[src/rtl/bullet_slot_arbiter.sv]
// bullet_slot_arbiter: shares a pool of bullet slots among fire requesters.
// Requester 0 is the player, 1..NUM_REQ-1 are enemy emitters. A round-robin
// arbiter hands out the lowest free slot. External reports free slots, and a
// bomb sweep frees every enemy-owned slot.
// Optional feature macro: BULLET_COOLDOWN_EN adds a per-requester cooldown
// counter. In the default build a requester is masked only in the cycle that
// follows its own grant.
module bullet_slot_arbiter #(
    parameter int NUM_REQ   = 4,
    parameter int NUM_SLOTS = 16,
    parameter int SLOT_W    = 4,
    parameter int COOLDOWN  = 8
) (
    input  logic                 clk,
    input  logic                 hard_reset,
    input  logic                 game_en,
    input  logic                 game_reset,
    input  logic [NUM_REQ-1:0]   req,
    output logic [NUM_REQ-1:0]   grant,
    output logic [SLOT_W-1:0]    grant_slot,
    input  logic                 free_valid,
    input  logic [SLOT_W-1:0]    free_slot,
    input  logic                 bomb_clear,
    output logic [NUM_SLOTS-1:0] slot_busy,
    output logic [SLOT_W:0]      busy_count,
    output logic                 full,
    output logic                 sweep_busy
);

    localparam int REQ_W = (NUM_REQ > 1) ? $clog2(NUM_REQ) : 1;

    typedef enum logic {IDLE, SWEEP} state_t;

    state_t                          state, state_nxt;
    logic [SLOT_W-1:0]               idx, idx_nxt;
    logic [REQ_W-1:0]                rr_ptr, rr_nxt;
    logic [NUM_SLOTS-1:0][REQ_W-1:0] owner;

    logic [NUM_REQ-1:0]   cd_zero;
    logic [NUM_REQ-1:0]   elig;
    logic [NUM_REQ-1:0]   grant_nxt;
    logic [REQ_W-1:0]     win, cand;
    logic                 found;
    logic [SLOT_W-1:0]    alloc_slot;
    logic                 any_free;
    logic                 grant_fire;
    logic                 sweep_free;
    logic [NUM_SLOTS-1:0] busy_nxt;
    logic [SLOT_W:0]      cnt_nxt;

    assign full       = (busy_count == (SLOT_W+1)'(NUM_SLOTS));
    assign sweep_busy = (state == SWEEP);

`ifdef BULLET_COOLDOWN_EN
    localparam int CD_W = $clog2(COOLDOWN + 1);

    logic [NUM_REQ-1:0][CD_W-1:0] cd;

    // Cooldown counters: load on grant, count down only while the game runs.
    always_ff @(posedge clk or posedge hard_reset) begin
        if (hard_reset) begin
            cd <= '0;
        end else if (game_reset) begin
            cd <= '0;
        end else begin
            for (int r = 0; r < NUM_REQ; r++) begin
                if (grant_nxt[r])
                    cd[r] <= CD_W'(COOLDOWN);
                else if (game_en && cd[r] != '0)
                    cd[r] <= cd[r] - 1'b1;
            end
        end
    end

    always_comb begin
        for (int r = 0; r < NUM_REQ; r++)
            cd_zero[r] = (cd[r] == '0);
    end
`else
    // Without cooldown counters every requester is always past its cooldown.
    assign cd_zero = '1;
`endif

    // Arbitration, slot allocation, sweep release and next bitmap/count.
    always_comb begin
        elig = req & ~grant & cd_zero;

        // round-robin: first eligible requester at or above the pointer
        found = 1'b0;
        win   = '0;
        cand  = '0;
        for (int i = 0; i < NUM_REQ; i++) begin
            cand = REQ_W'((int'(rr_ptr) + i) % NUM_REQ);
            if (!found && elig[cand]) begin
                found = 1'b1;
                win   = cand;
            end
        end

        // lowest free slot, taken from the bitmap before this cycle's frees
        any_free   = 1'b0;
        alloc_slot = '0;
        for (int i = NUM_SLOTS - 1; i >= 0; i--) begin
            if (!slot_busy[i]) begin
                any_free   = 1'b1;
                alloc_slot = SLOT_W'(i);
            end
        end

        grant_fire = (state == IDLE) && game_en && !bomb_clear && !full
                     && found && any_free;
        grant_nxt = '0;
        if (grant_fire)
            grant_nxt[win] = 1'b1;
        rr_nxt = grant_fire ? REQ_W'((int'(win) + 1) % NUM_REQ) : rr_ptr;

        sweep_free = (state == SWEEP) && game_en && slot_busy[idx]
                     && (owner[idx] != '0);

        // clearing an already-free bit, or the same bit twice, is harmless
        busy_nxt = slot_busy;
        if (free_valid)
            busy_nxt[free_slot] = 1'b0;
        if (sweep_free)
            busy_nxt[idx] = 1'b0;
        if (grant_fire)
            busy_nxt[alloc_slot] = 1'b1;

        cnt_nxt = '0;
        for (int i = 0; i < NUM_SLOTS; i++)
            cnt_nxt = cnt_nxt + {{SLOT_W{1'b0}}, busy_nxt[i]};

        state_nxt = state;
        idx_nxt   = idx;
        case (state)
            IDLE: begin
                if (bomb_clear && game_en) begin
                    state_nxt = SWEEP;
                    idx_nxt   = '0;
                end
            end
            SWEEP: begin
                if (game_en) begin
                    if (idx == SLOT_W'(NUM_SLOTS - 1)) begin
                        state_nxt = IDLE;
                        idx_nxt   = '0;
                    end else begin
                        idx_nxt = idx + 1'b1;
                    end
                end
            end
            default: state_nxt = IDLE;
        endcase
    end

    // State, pointer, pool and registered grant; game_reset wins over all.
    always_ff @(posedge clk or posedge hard_reset) begin
        if (hard_reset) begin
            state      <= IDLE;
            idx        <= '0;
            rr_ptr     <= '0;
            owner      <= '0;
            grant      <= '0;
            grant_slot <= '0;
            slot_busy  <= '0;
            busy_count <= '0;
        end else if (game_reset) begin
            state      <= IDLE;
            idx        <= '0;
            rr_ptr     <= '0;
            owner      <= '0;
            grant      <= '0;
            grant_slot <= '0;
            slot_busy  <= '0;
            busy_count <= '0;
        end else begin
            state      <= state_nxt;
            idx        <= idx_nxt;
            rr_ptr     <= rr_nxt;
            grant      <= grant_nxt;
            grant_slot <= grant_fire ? alloc_slot : '0;
            slot_busy  <= busy_nxt;
            busy_count <= cnt_nxt;
            if (grant_fire)
                owner[alloc_slot] <= win;
        end
    end

endmodule

[config.mk]
export PLATFORM = sky130hd
export DESIGN_NAME = bullet_slot_arbiter
export DESIGN_NICKNAME = d
export VERILOG_FILES = /design/src/rtl/bullet_slot_arbiter.sv
export SDC_FILE = /design/constraint.sdc
export NUM_CORES = 1
export LEC_CHECK = 0
export CAP_MARGIN = 5
export CORE_ASPECT_RATIO = 1.2
export CORE_MARGIN = 2
export CORE_UTILIZATION = 40
export DETAILED_ROUTE_END_ITERATION = 6
export SYNTH_ARGS = -nofsm -noshare
export SYNTH_HDL_FRONTEND = slang
export SYNTH_SLANG_ARGS = --single-unit
[constraint.sdc]
create_clock -name clk -period 5.97 [get_ports clk]
set_input_delay 0.8955 -clock clk [delete_from_list [all_inputs] [get_ports clk]]
set_output_delay 0.8955 -clock clk [all_outputs]
set_load 0.02 [all_outputs]
# --- Word level (Yosys, flattened, before mapping) ---
# Index checks and enable logic that the tools add are counted.
totals:
  register_bits: 68
  inputBits: 14
  out_inout_bits: 31
  wordCells: 177
op_classes:
  n_addsub: 20
  order_cmp: 12
  eq_ne: 4
  mux: 86
  bitwise_logic: 8
  n_reduce_logical: 24
ops:
  columns: ["cell", "n"]
  rows:
  - ["2-to-1 mux 4 bit", 24]
  - ["2-to-1 mux 16 bit", 4]
  - ["2-to-1 mux 32 bit", 2]
  - ["adder 5 x 1 -> 5 bit", 11]
  - ["2-to-1 mux 1 bit", 33]
  - ["AND 16 bit", 2]
  - ["bitwise mux 32 bit", 1]
  - ["NOT 16 bit", 2]
  - ["logical AND 1 bit", 16]
  - ["2-to-1 mux 2 bit", 8]
  - ["OR 16 bit", 1]
  - ["less-than comparator 2 x 3 -> 1 bit (second input constant)", 5]
  - ["less-than comparator 4 x 5 -> 1 bit (second input constant)", 3]
  - ["demux 1 bit (select 4 bit)", 3]
  - [">= comparator 4 x 1 -> 1 bit (second input constant)", 3]
  - ["binary-select mux 1 bit (select 2 bit)", 4]
  - ["binary-select mux 2 bit (select 4 bit)", 1]
  - ["demux 2 bit (select 4 bit)", 1]
  - ["one-hot mux 4 bit (2 select lines)", 1]
  - ["adder 4 x 1 -> 5 bit", 1]
  - ["== test 5 bit (second input constant)", 1]
  - ["logical NOT 1 bit", 5]
  - ["2-to-1 mux 5 bit", 1]
  - ["adder 2 x 1 -> 2 bit (second input constant)", 2]
  - ["other kinds (17)", 19]

# --- Longest topological paths before layout ---
depth:
  ltp_word: 38
  depth_mapped: 19
  mapped_depth_nobuf: 17

# --- Worst setup path after synthesis ---
# No wires, ideal clock.
synth_timing:
  path_kind: "input port to flip-flop"
  startpoint: "input req[1]"
  endpoint: "register busy_count[3]"
  setup_ns: 0.132
  arrival_time_ns: 4.996
  required_ns: 5.838
  path_slack_ns: 0.842
  stages: 16
  path_buffers: 0
  path_cell_list: "nor2b_1 -> o41a_1 -> and3_1 -> and3b_1 -> or2_1 -> fa_1 -> fa_1 -> fa_1 -> inv_1 -> fa_1 -> inv_1 -> ha_1 -> a21o_1 -> a21oi_1 -> xor2_1 -> nor2_1"
synth_between:
  elab_chain_cells: 32
  word_cells_on_any_way: 38
  classes_between: "15 x add/sub; 14 x mux; 1 x bitwise; 8 x reduce/logical"
synth_rtl:
  columns: ["element", "line_no", "rtl"]
  rows:
  - ["start: declaration", "18", "input logic [NUM_REQ-1:0] req,"]
  - ["AND 4 bit *", "86", "elig = req & ~grant & cd_zero;"]
  - ["binary-select mux 1 bit (select 2 bit)", "94", "if (!found && elig[cand]) begin"]
  - ["2-to-1 mux 1 bit (implied by the code)", "94", null]
  - ["2-to-1 mux 1 bit", "94", null]
  - ["logical NOT 1 bit", "94", null]
  - ["logical AND 1 bit", "94", null]
  - ["2-to-1 mux 1 bit", "94", null]
  - ["logical NOT 1 bit", "94", null]
  - ["(+7 left out)", null, null]
  - ["2-to-1 mux 16 bit *", "126", "if (grant_fire)"]
  - ["adder 1 x 1 -> 2 bit", "131", "cnt_nxt = cnt_nxt + {{SLOT_W{1'b0}}, busy_nxt[i]};"]
  - ["adder 2 x 1 -> 3 bit", "131", null]
  - ["adder 3 x 1 -> 4 bit", "131", null]
  - ["adder 4 x 1 -> 5 bit", "131", null]
  - ["adder 5 x 1 -> 5 bit (10 in a row)", "131", null]
  - ["adder 5 x 1 -> 5 bit *", "131", null]
  - ["2-to-1 mux 5 bit *", "167", "end else if (game_reset) begin"]
  - ["end signal: assignment", "183", "busy_count <= cnt_nxt;"]
  - ["end: declaration", "25", "output logic [SLOT_W:0] busy_count,"]
# Mark *: on every way between the ends. The rest lies on a longest branch, timed or not. The select of a mux whose other input is x is not followed.
# A chain may end at the register's enable or synchronous reset.

# --- Worst setup path in the final report ---
layout_timing:
  startpoint: "input req[1]"
  endpoint: "register busy_count[4]"
# Same word-level chain as after synthesis.

==> results.cfg <==
[outcome]
status = complete, no violations

[cells_and_area]
nets = 530
fillers = 994
stdcell_count = 626
drive_gt1_share_pct = 11.27
diodes = 0
syn_to_final_growth_pct = 20.50

[worst_hold_path]
min_path_type = flop to flop
holdCritStartpoint = owner[17]$_DFFE_PP0P_

[detailed_routing]
drt-wirelength-per-cell_um = 20.22
viasPerCell = 5.907
num_vias = 3698
routed_wl_mm = 12.66
drtIter0Drc = 280
dr.pass1.iters = 5
drcViolationCount = 0
postRouteAntennaNets = 0

[power]
combPwrFrac_pct = 8.8
p_total_uw = 1125
clkPwrFrac_pct = 49.1
p_int_uw = 862.5
powerDensity_mw_per_mm2 = 214.5
p_switching_uw = 262.5
p_leak_uw = 0.002238
p_seq_share_pct = 42.1
netSwitchingFraction_pct = 23.33
ir_drop_mv = 0.1417

[die]
die_y_um = 118.3
design.core.area_mm2 = 0.01057
fp.dieW_um = 99.22
initial_core_util_pct = 41.18
io-pin-count = 45
die_area_mm2 = 0.01173
rows = 41

[sta]
relSlewSlack_pct = 27.75
timing.setup.tns_ns = 0
fmax_ghz = 0.1790
finalCritPeriodShare_pct = 93.60
whs_ns = 0.5167
finClkSkew_ns = 0.006524
hold_violations = 0
finalCriticalPeriod_ns = 5.588
setup_viol = 0
drv_slew = 0
tightest_slew_ns = 1.084
grt_setup_unrepaired = no

[clock_network]
clock_path_buffers = 2
htreeDepth = 3
numCtsBuffers = 9
cts_tree = yes
clock-root-buffer = clkbuf_16
cts_hold_buf = 0
cts_sinks = 68
cts_setup_buffers = 0
cts_resized = 0
clk_pin_slew_ns = 0.05
clock_latency_ns = 0.34

[global_route]
grt_pass1_wl_mm = 20.39
antenna_found_initial = 0
grtUsageTotal_pct = 22.61
gr-total-overflow = 0
grt_max_degree = 69
grt_pass1_vias = 3737

[logic_synthesis]
syn_inst = 447
synth_cell_types = 69
synth_xor_xnor_area_share_pct = 0.4025
synth_ff_type = dfrtp_1
synth_compound_area_share_pct = 14.26
syn_area_mm2 = 0.004352
synth_area_leaders = dfrtp_1 (39%), mux2i_1 (5.5%), fa_1 (4.6%)
synth_fp_nets = 484
synth-adder-area-share_pct = 8.338
synth_seq_area_share_pct = 39.10
ys_seq_elements = 68
synthArstFlopShare_pct = 100.0
synth-simple-area-share_pct = 25.59
synth_mux_area_share_pct = 8.626
synth-edff-count = 0
synth.yosys.warnings = 0
synth_top_family_by_area = simple AND/OR/NAND/NOR gates
avgSynthCellArea_um2 = 9.735
yosysTopAreaCellShare_pct = 39.10
synth_top_cell_by_area = dfrtp_1

[setup_path]
end_kind = flop
crit_type = primary input to flop
reg2reg_from = idx[1]$_DFFE_PP0P_
r2r_setup_slack_ns = 0.70
start_kind = primary input
arrival_ns = 5.76
crit_fanout = 5
crit_required_ns = 6.14
crit_start = req[1]

[job]
drv_cap = 0

[placed_design]
dp.cells = 611
dp_hpwl_mm = 9.385
place_congestion = 0.9426
port-buffer-count = 44
==> stage by stage <==
step	setup slack (ns)	util (%)	instance area (um2)
floorplan	0.8417	-	4352
global placement	0.1620	46.73	4938
detailed placement	0.06156	46.73	4938
CTS	0.3787	49.62	5244
global route	0.09645	49.62	5244
finish	0.3824	49.62	5244
==> worst max-delay path, cell delays in order <==
cell	delay, ns
clkdlybuf4s50_1	0.41
nor2b_1	0.18
o41ai_1	0.76
or4_4	0.29
a211oi_4	0.04
o21bai_2	0.24
fa_1	0.54
fa_1	0.51
inv_1	0.05
fa_1	0.47
inv_1	0.05
fa_1	0.45
ha_1	0.23
fa_1	0.42
a21oi_1	0.16
nor3b_1	0.06
==> registers in the layout (all words and copies together), names as in the netlist <==
register and count:
slot_busy 16, busy_count 5, grant_slot 4, owner 32, idx 4, sweep_busy 1
grant 4, rr_ptr 2
==> layout make-up <==
type                       instances  area, um2  share of cell area (%)
multi-input combinational        340       2490                   47.48
timing repair buffer              54      510.5                   9.735
tap                              129      161.4                   3.078
sequential                        68       1702                   32.45
clock inverter                     6      80.08                   1.527
inverter                          20      75.07                   1.432
clock buffer                       9      225.2                   4.295
==> power by group through the flow <==
| stage | logic (uW) | clock network (uW) | registers [uW] |
|---|---|---|---|
| final | 99.0 | 553 | 473 |
| after global routing | 111 | 583 | 474 |
| after CTS | 101 | 563 | 473 |
| after detailed placement | 99.8 | 0 | 481 |
| after global placement | 98.7 | 0 | 481 |
| after floorplan | 61.5 | 0 | 480 |
==> worst paths after layout <==
kind / to / cells past startpoint
max in group asynchronous: owner[0]$_DFFE_PP0P_ / 3
worst max register to register: busy_count[4]$_DFF_PP0_ / 16
worst min-delay path: owner[17]$_DFFE_PP0P_ / 2
worst min register to register: owner[17]$_DFFE_PP0P_ / 2
min in group asynchronous: idx[0]$_DFFE_PP0P_ / 3
worst max-delay path: busy_count[4]$_DFF_PP0_ / 16
==> cells by family after synthesis <==
| kind of cell | count (synthesis) |
|---|---|
| AND/OR/NAND/NOR | 197 |
| AO/OA/AOI/OAI | 88 |
| flip-flops | 68 |
| buffers and inverters | 39 |
| multiplexers | 30 |
| adder cells (fa/ha/maj) | 23 |
| XOR/XNOR | 2 |
==> cell usage in the layout (no fill, tap or decap), drive strengths merged, types with 4 or more instances in the layout <==
| cell | Yosys | final |
|---|---|---|
| dfrtp | 68 | 68 |
| nor2 | 43 | 43 |
| clkdlybuf4s50 | 0 | 43 |
| nand2 | 30 | 30 |
| o21ai | 27 | 27 |
| mux2i | 24 | 24 |
| nand3 | 19 | 19 |
| nor2b | 19 | 19 |
| inv | 19 | 19 |
| a21oi | 17 | 17 |
| nand3b | 14 | 14 |
| ha | 13 | 13 |
| nand2b | 11 | 11 |
| buf | 7 | 11 |
| fa | 10 | 10 |
| nor3 | 10 | 10 |
| clkbuf | 12 | 9 |
| and2 | 7 | 7 |
| a211oi | 7 | 7 |
| mux4 | 6 | 6 |
| nand4 | 6 | 6 |
| nor3b | 6 | 6 |
| o221ai | 5 | 5 |
| clkinv | 1 | 5 |
| a22oi | 4 | 4 |
| or3 | 4 | 4 |
| or3b | 4 | 4 |
| or2 | 4 | 4 |
==> layer usage <==
layer  global-route usage [%]  wire length [um]
met1                    29.33              5349
met2                    36.02              6140
met4                    9.932               436
met5                        0                 0
met3                    5.086               733
==> Yosys cell counts (all sizes together) (4+ instances only) <==
master  instances
ha             13
fa             10
a22oi           4
a211oi          7
nor2b          19
or3             4
mux4            6
clkbuf         12
or3b            4
nand3b         14
inv            19
and2            7
or2             4
a21oi          17
nand2b         11
mux2i          24
buf             7
o21ai          27
nor3           10
nand2          30
o221ai          5
nand3          19
nor2           43
dfrtp          68
nor3b           6
nand4           6
Power figures use the tool's default switching activity.
